**src/rtl/ep_bin_sequencer.sv**
```systemverilog
// Binary-arithmetic bin burst sequencer.
// Decodes up to MAX_BINS bins per burst and fetches bitstream bytes on demand.
module ep_bin_sequencer #(
  parameter int MAX_BINS = 16,
  parameter int VALUE_W  = 32
) (
  input  logic                clk,
  input  logic                reset,
  input  logic                load,
  input  logic [8:0]          range_in,
  input  logic [VALUE_W-1:0]  value_in,
  input  logic [3:0]          bits_needed_in,
  input  logic                start,
  input  logic [4:0]          num_bins,
  output logic                byte_req,
  input  logic                byte_valid,
  input  logic [7:0]          byte_data,
  output logic                busy,
  output logic                done,
  output logic [MAX_BINS-1:0] bins_out,
  output logic [VALUE_W-1:0]  value_out,
  output logic [3:0]          bits_needed_out
);

  localparam logic [1:0] IDLE      = 2'd0;
  localparam logic [1:0] DECODE    = 2'd1;
  localparam logic [1:0] WAIT_BYTE = 2'd2;
  localparam logic [1:0] DONE      = 2'd3;

  localparam logic [4:0] MAX_N  = 5'(MAX_BINS);
  localparam logic [3:0] BN_MIN = 4'b1000;

  logic [1:0]          state;
  logic [8:0]          range_q;
  logic [VALUE_W-1:0]  value_q;
  logic [3:0]          bits_q;
  logic [MAX_BINS-1:0] bins_q;
  logic [4:0]          cnt_q;
  logic [4:0]          nb_q;

  logic [VALUE_W-1:0]  v2;
  logic [VALUE_W-1:0]  vx;
  logic [VALUE_W-1:0]  s;
  logic [VALUE_W-1:0]  vnext;
  logic [3:0]          bn;
  logic                bin;
  logic                last;
  logic                fin;
  logic [4:0]          nb_clamp;

  always_comb begin
    v2 = value_q << 1;
    vx = v2;
    if (state == WAIT_BYTE)
      vx = v2 + VALUE_W'(byte_data);
    s = VALUE_W'(range_q) << 7;
    bin = (vx >= s);
    vnext = bin ? (vx - s) : vx;
    bn = bits_q + 4'd1;
    last = ((cnt_q + 5'd1) == nb_q);
    nb_clamp = (num_bins > MAX_N) ? MAX_N : num_bins;
    // a bin finishes either locally (bn<0) or when the byte arrives
    fin = ((state == DECODE) && bn[3])
       || ((state == WAIT_BYTE) && byte_valid);
  end

  always_ff @(posedge clk) begin
    if (reset) begin
      state   <= IDLE;
      range_q <= 9'd256;
      value_q <= '0;
      bits_q  <= BN_MIN;
      bins_q  <= '0;
      cnt_q   <= '0;
      nb_q    <= '0;
    end else begin
      case (state)
        IDLE: begin
          if (load) begin
            range_q <= range_in;
            value_q <= value_in;
            bits_q  <= bits_needed_in;
          end
          if (start) begin
            nb_q   <= nb_clamp;
            bins_q <= '0;
            cnt_q  <= '0;
            state  <= (nb_clamp == 5'd0) ? DONE : DECODE;
          end
        end
        DECODE: begin
          if (bn[3])
            bits_q <= bn;
          else
            state <= WAIT_BYTE;
        end
        WAIT_BYTE: begin
          if (byte_valid)
            bits_q <= BN_MIN;
        end
        default: state <= IDLE;
      endcase
      if (fin) begin
        value_q <= vnext;
        bins_q  <= {bins_q[MAX_BINS-2:0], bin};
        cnt_q   <= cnt_q + 5'd1;
        state   <= last ? DONE : DECODE;
      end
    end
  end

  assign busy            = (state == DECODE) || (state == WAIT_BYTE);
  assign byte_req        = (state == WAIT_BYTE);
  assign done            = (state == DONE);
  assign bins_out        = bins_q;
  assign value_out       = value_q;
  assign bits_needed_out = bits_q;

endmodule

```
**config.mk**
```make
export PLATFORM = sky130hd
export DESIGN_NAME = ep_bin_sequencer
export DESIGN_NICKNAME = d
export VERILOG_FILES = /design/src/rtl/ep_bin_sequencer.sv
export SDC_FILE = /design/constraint.sdc
export NUM_CORES = 1
export LEC_CHECK = 0
export CAP_MARGIN = 20
export CORE_MARGIN = 5
export CORE_UTILIZATION = 40
export CTS_CLUSTER_DIAMETER = 80
export DETAILED_ROUTE_END_ITERATION = 6
export PLACE_DENSITY = 0.7
export SKIP_CTS_REPAIR_TIMING = 1
export SLEW_MARGIN = 20
export SYNTH_ARGS = -nofsm -noshare
export SYNTH_HDL_FRONTEND = slang
export SYNTH_SLANG_ARGS = --single-unit
```
**constraint.sdc**
```tcl
create_clock -name clk -period 5.5 [get_ports clk]
set_input_delay 1.1 -clock clk [delete_from_list [all_inputs] [get_ports clk]]
set_output_delay 1.1 -clock clk [all_outputs]
set_load 0.02 [all_outputs]
```
==> out/qor.yml <==
detailed_routing:
  drt-initial-drc-count: 501
  first_pass_iters: 5
  wl_mm: 18.2
  drc: 0
  drtAntennaViolNets: 0
  vias_per_cell: 5.74
  dr_total_vias: 5869
  wl_per_cell_um: 17.8
sta:
  fin_hold_ws_ns: 0.456
  finalSetupViolCount: 0
  fmax_ghz: 0.189
  finalCritPeriodShare: 0.961
  period_minus_slack_ns: 5.29
  rsz0062_at_grt: "no"
  hold_viol: 0
  slew_viol_final: 0
  fin_skew_ns: 0.00932
  maxSlewHeadroom: 0.370
  tightest_slew_ns: 0.943
clock_network:
  root_buffer: "clkbuf_16"
  cts_max_path_buffers: 2
  cts_tree: "built"
  clk_latency_ns: 0.35
  numCtsBuffers: 9
  h-tree-depth: 3
  clock-sinks: 73
  clk_pin_slew_ns: 0.06
worst_setup_path:
  endpoint_kind: "flop"
  cpMaxStageDelayCell: "or4_1"
  crit_required_ns: 5.68
  arrival_ns: 5.47
  crit_path_start_kind: "input port"
  timing.critical_path.mode_cell: "o21a_1"
  path_class: "in2reg"
  crit_path_max_incr_delay_ns: 0.51
  critPathMaxFanout: 3
  reg2reg_setup_slack_ns: 0.90
  crit_path_cell_trace: "clkdlybuf4s50_1 -> inv_1 -> fa_2 -> nor2b_4 -> o31a_1 -> o21a_1 -> nor3_1 -> a21oi_1 -> ha_2 -> inv_1 -> fa_2 -> a21oi_2 -> o21ai_1 -> o31a_1 -> o21a_1 -> o21a_1 -> a21boi_1 -> or4_1 -> buf_4 -> nor4_4 -> a2111oi_2"
synthesis:
  yosysWarnings: 0
  synth_top_family_by_area: "simple AND/OR/NAND/NOR gates"
  muxShareOfSynthArea: 0.0263
  synthArstFlopShare: 0
  netlist_instances: 700
  yosysUniqueCellTypes: 78
  synth_top_area_share: 0.272
  synth-seq-cells: 73
  syn_area_um2: 5380
  synthSimpleGateAreaFrac: 0.289
  yosysTopAreaCell: "dfxtp_1"
  synth_flop_cell: "dfxtp_1"
  syn_avg_cell_area_um2: 7.68
  synth_edf_count: 0
  synth-xor-area-share: 0.0661
  synth_compound_area_frac: 0.235
  syn-num-nets: 788
  synth-adder-area-share: 0.0610
  synthTopCellsByArea: "dfxtp_1, nand2_1, ha_1"
  synth-seq-area-share: 0.272
outcome:
  status: "finished, final reports clean"
flow_run:
  drv_cap: 0
grt:
  grt_pass1_wl_mm: 29.7
  grt_max_degree: 81
  grt_usage: 0.225
  antenna_found_initial: 0
  grt_pass1_vias: 5943
  grt_overflow_total: 0
cells_and_area:
  postLayoutCoreUtil: 0.555
  antenna_cells: 0
  nNetsFinal: 929
  fillCellCount: 1263
  area_growth_pct: 36.0
  final_cell_count_no_fill: 1022
  design_area_um2: 7310
  final_layout_size_suffix_gt1_frac: 0.139
floorplanning:
  die_height_um: 126
  die_x_um: 126
  start_util: 0.408
  ios: 118
  rows: 42
  die-area_um2: 15900
  core_area_um2: 13200
placement:
  gp_congestion: 0.953
  dp.cells: 1002
  io_buffers: 117
  hpwl_mm: 13.2
  place_area_um2: 6950
hold_path:
  hold_path.class: "reg2reg"
power:
  powerDensity_nw_per_um2: 614
  ir_drop_mv: 0.360
  leakage_nw: 2.77
  power_mw: 4.49
## state kept, by name (all words and copies together), names as in the netlist
register,flops
range_q,9
bins_out,16
value_out,32
state,2
bits_needed_out,4
nb_q,5
cnt_q,5
## final timing paths
path           startpoint       endpoint  depth (start not counted)
max          byte_data[2]  value_out[29]                         21
min            range_q[5]     range_q[5]                          2
max reg2reg  value_out[0]  value_out[29]                         21
min reg2reg    range_q[5]     range_q[5]                          2
## Yosys cell counts (all sizes together) (9+ instances only)
library cell and instances:
inv 25, nor2 42, xor2 17, mux2i 13, buf 13, nand4 17, o21ai 15, nor3 19
a31oi 16, ha 23, o21a 9, nand3 37, a311oi 9, o211ai 11, a21oi 53, clkbuf 26
or2 9, or4 9, xnor2 21, dfxtp 73, and3 10, nand2 129
## metrics by stage
stage          setup TNS [ns]  setup WS (ns)
2_1_floorplan               0          0.261
3_3_place_gp           -0.139         -0.131
3_5_place_dp            -1.14         -0.319
4_1_cts                     0         0.0435
5_1_grt                     0         0.0418
6_report                    0          0.213
## layer usage
| metal | part of all wire | vias to the layer above | GRT usage |
|---|---|---|---|
| met5 | 0 | - | 0 |
| met4 | 0.020 | 0 | 0.0864 |
| met1 | 0.44 | 2776 | 0.299 |
| met3 | 0.073 | 27 | 0.0491 |
| li1 | - | 2854 | - |
| met2 | 0.46 | 212 | 0.357 |
## final cells by class
type | count | area (um^2) | share of cell area
timing repair buffer | 169 | 1560 | 0.213
clock inverter | 6 | 67.6 | 0.00924
multi-input combinational | 562 | 3680 | 0.503
tap | 176 | 220 | 0.0301
sequential | 73 | 1460 | 0.200
clock buffer | 10 | 229 | 0.0313
inverter | 26 | 97.6 | 0.0133
## cell families after synthesis
group / count (synthesis)
and+or+nand+nor: 311
AOI/OAI and AO/OA: 174
DFF: 73
buffers and inverters: 65
xor gates and xnor gates: 38
adders and majority gates: 25
muxes: 14
## cell usage in the layout (no fill, tap or decap), types with 5 or more instances in the layout
| cell | instances |
|---|---|
| nand2_1 | 128 |
| xnor2_1 | 20 |
| nor2_1 | 40 |
| o211ai_1 | 10 |
| nand2b_1 | 5 |
| a211oi_1 | 6 |
| mux2i_1 | 13 |
| a311oi_1 | 9 |
| o311a_1 | 5 |
| xor2_1 | 15 |
| clkdlybuf4s50_1 | 115 |
| nand4_1 | 15 |
| o31a_1 | 5 |
| o21a_1 | 9 |
| or4_1 | 7 |
| a31oi_1 | 16 |
| or2_2 | 8 |
| nor4_1 | 7 |
| nor3_1 | 17 |
| and3_1 | 10 |
| o21ai_0 | 12 |
| dfxtp_1 | 73 |
| ha_1 | 21 |
| clkbuf_16 | 9 |
| buf_4 | 52 |
| a2111oi_2 | 5 |
| a21oi_1 | 52 |
| inv_1 | 25 |
| nor3b_1 | 6 |
| nand3_1 | 37 |
| a31o_2 | 8 |
## worst max-delay path: cells and delay by family
family	cells	cell delay, ns
compound gates	10	1.64
buf+inv	4	0.77
simple gates	4	0.94
fa+ha+maj	3	1.01
## power breakdown
group / switching, mW / internal [mW]
combinational: 1.68 / 1.27
clock: 0.252 / 0.353
sequential: 0.248 / 0.690
(Power assumes the default switching activity.)
